$ cat src/rtl/light_zone_arbiter.sv
// Occupancy-driven lighting arbiter: per-zone Moore FSMs sharing one luminance sensor,
// with a round-robin grant that caps how many requesting zones are lit at once.
module light_zone_arbiter #(
    parameter int         NZ       = 4,
    parameter int         MAX_ON   = 2,
    parameter int         HOLD_CYC = 16,
    parameter logic [7:0] LUM_TH   = 8'd64
) (
    input  logic          clk,
    input  logic          reset,
    input  logic [7:0]    lum_sen,
    input  logic [NZ-1:0] motion_sen,
    input  logic [NZ-1:0] ir_sen,
    input  logic [NZ-1:0] manual,
    output logic [NZ-1:0] int_light,
    output logic [NZ-1:0] waiting,
    output logic [2:0]    lit_count
);

    localparam int              TW        = (HOLD_CYC > 1) ? $clog2(HOLD_CYC) : 1;
    localparam int              PW        = $clog2(NZ);
    localparam logic [TW-1:0]   HOLD_LOAD = TW'(HOLD_CYC - 1);
    localparam logic [3:0]      MAX_ON_W  = 4'(MAX_ON);

    typedef enum logic [2:0] {
        ST_OFF  = 3'd0,
        ST_WAIT = 3'd1,
        ST_ON   = 3'd2,
        ST_HOLD = 3'd3,
        ST_MAN  = 3'd4
    } zone_state_e;

    zone_state_e   state_r     [NZ];
    zone_state_e   state_nxt_s [NZ];
    logic [TW-1:0] timer_r     [NZ];
    logic [TW-1:0] timer_nxt_s [NZ];
    logic [PW-1:0] rr_ptr_r;
    logic [PW-1:0] rr_nxt_s;
    logic [NZ-1:0] occ_s;
    logic [NZ-1:0] elig_s;
    logic [NZ-1:0] grant_s;
    logic [NZ-1:0] light_nxt_s;
    logic [NZ-1:0] wait_nxt_s;
    logic [NZ-1:0] int_light_r;
    logic [NZ-1:0] waiting_r;
    logic [2:0]    lit_count_r;
    logic          dark_s;
    int            best_d_s;
    int            dist_s;

    function automatic logic [2:0] popcount(input logic [NZ-1:0] v);
        logic [2:0] c;
        c = 3'd0;
        for (int i = 0; i < NZ; i++) begin
            c = c + {2'b00, v[i]};
        end
        return c;
    endfunction

    assign occ_s  = motion_sen & ir_sen;
    assign dark_s = (lum_sen < LUM_TH);

    // Zones that could take a grant this cycle
    always_comb begin
        elig_s = {NZ{1'b0}};
        for (int i = 0; i < NZ; i++) begin
            elig_s[i] = (state_r[i] == ST_WAIT) & occ_s[i] & dark_s & ~manual[i];
        end
    end

    // Round-robin grant: nearest eligible zone at or above rr_ptr, budget from registered count
    always_comb begin
        grant_s  = {NZ{1'b0}};
        rr_nxt_s = rr_ptr_r;
        best_d_s = NZ;
        dist_s   = 0;
        if ({1'b0, lit_count_r} < MAX_ON_W) begin
            for (int i = 0; i < NZ; i++) begin
                dist_s = i - int'(rr_ptr_r);
                dist_s = (dist_s < 0) ? dist_s + NZ : dist_s;
                if (elig_s[i] && (dist_s < best_d_s)) begin
                    best_d_s   = dist_s;
                    grant_s    = {NZ{1'b0}};
                    grant_s[i] = 1'b1;
                    rr_nxt_s   = PW'((i + 1) % NZ);
                end else begin
                    best_d_s = best_d_s;
                end
            end
        end else begin
            grant_s = {NZ{1'b0}};
        end
    end

    // Per-zone next state; manual first, then brightness, then occupancy/timer
    always_comb begin
        for (int i = 0; i < NZ; i++) begin
            state_nxt_s[i] = state_r[i];
            timer_nxt_s[i] = timer_r[i];
            case (state_r[i])
                ST_OFF: begin
                    if (manual[i])                 state_nxt_s[i] = ST_MAN;
                    else if (occ_s[i] && dark_s)   state_nxt_s[i] = ST_WAIT;
                    else                           state_nxt_s[i] = ST_OFF;
                end
                ST_WAIT: begin
                    if (manual[i])                 state_nxt_s[i] = ST_MAN;
                    else if (!(occ_s[i] && dark_s)) state_nxt_s[i] = ST_OFF;
                    else if (grant_s[i])           state_nxt_s[i] = ST_ON;
                    else                           state_nxt_s[i] = ST_WAIT;
                end
                ST_ON: begin
                    if (manual[i])                 state_nxt_s[i] = ST_MAN;
                    else if (!dark_s)              state_nxt_s[i] = ST_OFF;
                    else if (!occ_s[i]) begin
                        state_nxt_s[i] = ST_HOLD;
                        timer_nxt_s[i] = HOLD_LOAD;
                    end else                       state_nxt_s[i] = ST_ON;
                end
                ST_HOLD: begin
                    if (manual[i])                 state_nxt_s[i] = ST_MAN;
                    else if (!dark_s)              state_nxt_s[i] = ST_OFF;
                    else if (occ_s[i])             state_nxt_s[i] = ST_ON;
                    else if (timer_r[i] == {TW{1'b0}}) state_nxt_s[i] = ST_OFF;
                    else                           timer_nxt_s[i] = timer_r[i] - {{(TW-1){1'b0}}, 1'b1};
                end
                ST_MAN: begin
                    if (!manual[i])                state_nxt_s[i] = ST_OFF;
                    else                           state_nxt_s[i] = ST_MAN;
                end
                default: begin
                    state_nxt_s[i] = ST_OFF;
                    timer_nxt_s[i] = {TW{1'b0}};
                end
            endcase
        end
    end

    // Output decode of the next state so the registered outputs track the state register
    always_comb begin
        light_nxt_s = {NZ{1'b0}};
        wait_nxt_s  = {NZ{1'b0}};
        for (int i = 0; i < NZ; i++) begin
            light_nxt_s[i] = (state_nxt_s[i] == ST_ON) || (state_nxt_s[i] == ST_HOLD) ||
                             (state_nxt_s[i] == ST_MAN);
            wait_nxt_s[i]  = (state_nxt_s[i] == ST_WAIT);
        end
    end

    // State, timers, pointer and registered outputs
    always_ff @(posedge clk) begin
        if (!reset) begin
            for (int i = 0; i < NZ; i++) begin
                state_r[i] <= ST_OFF;
                timer_r[i] <= {TW{1'b0}};
            end
            rr_ptr_r    <= {PW{1'b0}};
            int_light_r <= {NZ{1'b0}};
            waiting_r   <= {NZ{1'b0}};
            lit_count_r <= 3'd0;
        end else begin
            for (int i = 0; i < NZ; i++) begin
                state_r[i] <= state_nxt_s[i];
                timer_r[i] <= timer_nxt_s[i];
            end
            rr_ptr_r    <= rr_nxt_s;
            int_light_r <= light_nxt_s;
            waiting_r   <= wait_nxt_s;
            lit_count_r <= popcount(light_nxt_s);
        end
    end

    assign int_light = int_light_r;
    assign waiting   = waiting_r;
    assign lit_count = lit_count_r;

endmodule

$ cat config.mk
export PLATFORM = sky130hd
export DESIGN_NAME = light_zone_arbiter
export DESIGN_NICKNAME = d
export VERILOG_FILES = /design/src/rtl/light_zone_arbiter.sv
export SDC_FILE = /design/constraint.sdc
export NUM_CORES = 1
export LEC_CHECK = 0
export CORE_ASPECT_RATIO = 0.75
export CORE_MARGIN = 1.5
export CORE_UTILIZATION = 35
export CTS_CLUSTER_DIAMETER = 40
export CTS_CLUSTER_SIZE = 14
export DETAILED_ROUTE_END_ITERATION = 8
export HOLD_SLACK_MARGIN = 0.02
export PLACE_DENSITY = 0.62
export SLEW_MARGIN = 5
export SYNTH_ARGS = -nofsm -noshare
export SYNTH_HDL_FRONTEND = slang
export SYNTH_SLANG_ARGS = --single-unit
$ cat constraint.sdc
create_clock -name clk -period 14.45 [get_ports clk]
set_input_delay 1.445 -clock clk [delete_from_list [all_inputs] [get_ports clk]]
set_output_delay 1.445 -clock clk [all_outputs]
set_load 0.01 [all_outputs]
; Word level (Yosys, flattened, before mapping)
; Memory sizes are Yosys's and may differ from the RTL's.
; Index checks and enable logic that the tools add are counted.
[classes]
reduce_logical = 30
eq_ne = 32
n_mux = 117
add_sub_neg = 15
n_bitwise = 25
order_cmp = 10
[ops]
columns = operator, count
row1 = 32-bit 2-to-1 mux, 10
row2 = 4-bit 2-to-1 mux, 36
row3 = 3-bit 2-to-1 mux, 36
row4 = 32-bit < comparator, 3
row5 = 3-bit one-hot mux with 5 select lines, 4
row6 = "3-bit by 2-bit == test with 1-bit output, second input constant", 16
row7 = 4-bit one-hot mux with 3 select lines, 4
row8 = "32-bit by 4-bit < comparator with 1-bit output, second input constant", 1
row9 = 2-bit 2-to-1 mux, 16
row10 = "3-bit by 1-bit == test with 1-bit output, second input constant", 8
row11 = "3-bit == test, second input constant", 8
row12 = "3-bit by 4-bit adder with 5-bit output, second input constant", 4
row13 = 4-bit logical NOT, 4
row14 = "4-bit by 1-bit subtractor with 4-bit output, second input constant", 4
row15 = 1-bit bitwise AND, 12
row16 = 3-bit logical NOT, 4
row17 = "3-bit by 1-bit < comparator with 1-bit output, second input constant", 4
row18 = 3-bit OR reduction, 4
row19 = 1-bit 2-to-1 mux, 11
row20 = 1-bit logical AND, 8
row21 = 1-bit logical OR, 8
row22 = "8-bit by 7-bit < comparator with 1-bit output, second input constant", 1
row23 = 1-bit bitwise OR, 8
row24 = "1-bit by 2-bit subtractor with 3-bit output, first input constant", 2
row25 = 9 further kinds, 13
[word_totals]
ram_bits = 28
input_bits = 22
out_inout_bits = 11
wordCells = 235
ff_bits = 13
memories = 2
[mem_list]
columns = memory, depth, width, read_ports, rd_clocked_by_memory_dff, write_ports, line
row1 = timer_r, 4, 4, 4, 0, 4, 35  ; logic [TW-1:0] timer_r [NZ];
row2 = state_r, 4, 3, 4, 0, 4, 33  ; zone_state_e state_r [NZ];

; Depth between registers and ports, before layout
; An unclocked memory read counts as a cell.
[depth]
depth_word = 30
ltp_mapped = 20
depth_no_buf = 19

; Worst setup path after synthesis
; No wires, ideal clock.
[synth_path]
path_type = input -> register
from = in lum_sen[7]
to = reg lit_count_r[1], in the netlist lit_count[1]
required_time_ns = 14.335
slack_ns = 8.188
n_path_buf = 1
stages = 20
arrival_time_ns = 6.147
setup_time_ns = 0.115
cell_sequence = buf_2 or3_4 or3_1 mux2i_1 a32oi_1 ha_1 or2_2 or4b_4 and3_4 mux2_1 ha_1 nor2b_1 nand4_4 a31o_2 a21oi_1 fa_1 inv_1 ha_1 ha_1 and2_1
[synth_between]
elab_chain_len = 28
elab_cells_between_ends = 94
cone_classes = add/sub: 3 / order compare: 4 / eq/ne: 12 / mux: 51 / bitwise: 8 / reduce/logical: 16
[synth_rtl]
columns = item, line
row1 = start: declaration, 11  ; input logic [7:0] lum_sen,
row2 = 8-bit by 7-bit < comparator with 1-bit output (*), 61  ; assign dark_s = (lum_sen < LUM_TH);
row3 = 1-bit bitwise AND (2 in a row), 67  ; elig_s[i] = (state_r[i] == ST_WAIT) & occ_s[i] & dark_s & ~manual[i];
row4 = 1-bit logical AND, 81  ; if (elig_s[i] && (dist_s < best_d_s)) begin
row5 = 32-bit 2-to-1 mux, 81
row6 = 32-bit 2-to-1 mux, 77  ; if ({1'b0, lit_count_r} < MAX_ON_W) begin
row7 = 32-bit < comparator, 81
row8 = 1-bit logical AND, 81
row9 = 32-bit 2-to-1 mux, 81
row10 = [... 10 more ...], -
row11 = 2-bit 2-to-1 mux, 108  ; else if (!(occ_s[i] && dark_s)) state_nxt_s[i] = ST_OFF;
row12 = 3-bit 2-to-1 mux, 107  ; if (manual[i]) state_nxt_s[i] = ST_MAN;
row13 = 3-bit one-hot mux with 5 select lines, 100  ; case (state_r[i])
row14 = 3-bit by 2-bit == test with 1-bit output, 144  ; light_nxt_s[i] = (state_nxt_s[i] == ST_ON) || (state_nxt_s[i] == ST_HOLD) ||
row15 = 1-bit logical OR (2 in a row), 144
row16 = 1-bit by 1-bit adder with 2-bit output, 55  ; c = c + {2'b00, v[i]};
row17 = 2-bit by 1-bit adder with 3-bit output, 55
row18 = 3-bit by 1-bit adder with 3-bit output (*), 55
row19 = end signal: assignment, 169  ; lit_count_r <= popcount(light_nxt_s);
row20 = end: declaration, 46  ; logic [2:0] lit_count_r;
; Mark *: on every way between the ends. The rest lies on a longest branch, timed or not. The select of a mux whose other input is x is not followed.
; A chain may end at the register's enable or synchronous reset.

; Worst setup path in the final report
[layout_path]
from = in lum_sen[6]
to = reg lit_count_r[1], in the netlist lit_count[1]
; The elaborated chain is that of the path after synthesis.

==> flow_metrics.tcl <==
set metrics [dict create \
    grt_pass1_vias 2078 \
    yosys.area.top_type "dfxtp_1" \
    place.gp.congestion 0.807 \
    holdCritPathClass "reg -> reg" \
    crit_required_ns 14.64 \
    avgSynthCellArea_sq_um 8.50 \
    fillCellCount 676 \
    leakagePower_nw 1.16 \
    synth_area_leaders "dfxtp_1, a21oi_1, ha_1" \
    finalSetupViolations 0 \
    dr.pass1.iters 4 \
    tns_ns 0 \
    initial_core_util_pct 36.9 \
    synthToLayoutAreaGrowth_pct 17.1 \
    seq_area_frac_synth_pct 32.1 \
    insertion_delay_ns 0.29 \
    antenna_cells 0 \
    drcViolationCount 0 \
    grt-ovfl-total 0 \
    port_buffers 26 \
    post_cts_buffers 0 \
    core_sq_mm 0.00693 \
    worst_setup_path_start_kind "input pin" \
    powerDensity_mw_per_mm2 73.5 \
    netlist.area_leader.share_pct 32.1 \
    numCtsBuffers 5 \
    rsz0062_at_grt "false" \
    grt_pass1_wl_um 9960 \
    ys_ff_latch 41 \
    grt_max_degree 26 \
    postRouteAntennaNets 0 \
    wl_per_cell_um 13.9 \
    slew_headroom_pct 53.1 \
    clkTransAtPathRegs_ns 0.08 \
    postRouteWirelength_um 5890 \
    end_kind "flop" \
    dieHeight_um 77.0 \
    dieArea_sq_mm 0.00783 \
    globalRouteTotalUtil_pct 15.7 \
    period_share_pct 48.5 \
    nets 360 \
    ios 33 \
    async_flop_share_pct 0 \
    max_cap_viol_count 0 \
    skew_ns 0.0101 \
    htree_levels 2 \
    rows 26 \
    synthFlopType "dfxtp_1" \
    tritoncts "built" \
    ys.warnings.count 0 \
    power_frac_clock_pct 35.5 \
    viasPerCell 5.42 \
    cp_max_fo 8 \
    clkSinkCount 41 \
    final_cell_area_sq_mm 0.00299 \
    yosys.cell_count.top_type "dfxtp_1" \
    detailed_place_hpwl_um 4360 \
    synth_common_cells "dfxtp_1, a21oi_1, nand2_1, inv_1, nor2_1" \
    layout-drive-gt1-share_pct 10.1 \
    synth-edff-count 0 \
    min_period_ns 7.00 \
    status "complete, no violations" \
    arrival_ns 7.19 \
    synth.distinct_cells 61 \
    placed_cell_area_sq_mm 0.00290 \
    netlist_instances 301 \
    vdd_drop_max_v 0.0000558 \
    max_freq_ghz 0.143 \
    antenna_found_initial 0 \
    p_comb_share_pct 11.3 \
    first_iter_violations 138 \
    slew_violations 0 \
    num_vias 2298 \
    cts_root_buffer "clkbuf_8" \
    p_int_uw 166 \
    syn_nets 336 \
    hold_buffers 0 \
    switching_share_pct 24.7 \
    timing.final.hold_violations 0 \
    crit_type "in -> reg" \
    p_sw_uw 54.3 \
    cts_resized 0 \
    p_seq_share_pct 53.2 \
    tightest_slew_ns 0.700 \
    syn_area_sq_mm 0.00256 \
    clockBufferDepth 2 \
    die_x_um 102 \
]
## kinds of logic (layout without fill, tap and decap cells)
logic type      count (synthesis)  in the layout  share of synthesized area (%)
simple gates                  118            118                           27.8
compound gates                 92             92                           26.6
flops                          41             41                           32.1
buf+inv                        33             58                           5.33
fa+ha+maj                      13             13                           6.65
mux                             3              3                           1.22
xor+xnor                        1              1                          0.343
## cells in the final DEF (no fill, tap or decap), types with 2 or more instances in the layout
cell,instances
a211o_1,7
a211oi_1,5
a21o_1,3
a21oi_1,31
a22oi_1,2
a31o_2,2
a31oi_1,8
a31oi_4,3
and2_1,9
and3_1,5
clkbuf_8,6
clkdlybuf4s50_1,26
dfxtp_1,41
ha_1,12
inv_1,23
mux2i_1,2
nand2_1,24
nand2b_1,5
nand3_1,8
nand4_1,8
nand4b_1,2
nand4bb_1,3
nor2_1,15
nor2b_1,4
nor3_1,11
nor3b_1,2
nor4bb_1,2
o211ai_1,3
o21ai_0,8
o221a_2,7
o22ai_1,2
or2_2,4
or3_1,4
## final cells by class
| class | count | area (sq um) | share of cell area (%) |
|---|---|---|---|
| repair buffers | 27 | 268 | 8.94 |
| clock buffers | 6 | 82.6 | 2.76 |
| clock inverters | 2 | 13.8 | 0.460 |
| multi-input cells | 227 | 1600 | 53.4 |
| flip-flops and latches | 41 | 821 | 27.4 |
| inverters | 23 | 86.3 | 2.88 |
| well taps | 98 | 123 | 4.10 |
## worst max-delay path, cell delays in order
cell,delay (ns)
clkdlybuf4s50_1,0.62
nor3_1,0.61
nand3_1,0.34
mux2i_1,0.23
a32oi_1,0.10
ha_1,0.31
or2_2,0.12
or4b_4,0.50
and3_4,0.23
mux2_1,0.31
ha_1,0.19
nor2b_1,0.35
nand4_4,0.24
and4_4,0.26
nor3_1,0.29
fa_1,0.45
inv_1,0.06
ha_1,0.14
ha_1,0.22
and2_1,0.15
## registers in the layout, indices dropped and copies added, names as in the netlist
name,count
int_light,4
rr_ptr_r,2
lit_count,3
state_r,12
timer_r,16
waiting,4
## stage by stage
step / util [%] / instances / hold slack (ns) / power [mW] / setup WS, ns
3_5_place_dp: 41.8 / 416 / 0.461 / 0.145 / 7.12
4_1_cts: 43.2 / 424 / 0.473 / 0.224 / 7.41
3_3_place_gp: 41.8 / 416 / 0.458 / 0.144 / 7.23
6_report: 43.2 / 424 / 0.475 / 0.220 / 7.45
2_1_floorplan: - / 301 / 0.441 / 0.133 / 8.19
5_1_grt: 43.2 / 424 / 0.501 / 0.231 / 7.08
## worst paths after layout
kind                            cells past startpoint  slack [ns]          start       endpoint
worst min-delay path                                2        0.48  timer_r[0][1]  timer_r[0][1]
worst max-delay path                               20        7.45     lum_sen[6]   lit_count[1]
worst max register to register                     19        8.83  state_r[1][1]   lit_count[1]
worst min register to register                      2        0.48  timer_r[0][1]  timer_r[0][1]
## routing by layer
metal / GRT usage [%] / vias up / share of wire, %
met5: 0 / - / 0
met4: 2.08 / 0 / 0.42
met3: 4.01 / 2 / 4.9
met2: 23.7 / 50 / 44
met1: 22.7 / 1065 / 51
li1: - / 1181 / -
## power by group through the flow
stage          Clock [mW]  Sequential (mW)  Combinational, mW
2_1_floorplan           0            0.120             0.0126
3_3_place_gp            0            0.120             0.0245
3_5_place_dp            0            0.120             0.0250
4_1_cts            0.0816            0.117             0.0251
5_1_grt            0.0862            0.117             0.0274
6_report           0.0783            0.117             0.0249
No activity file was read; power rests on OpenSTA's default activity.
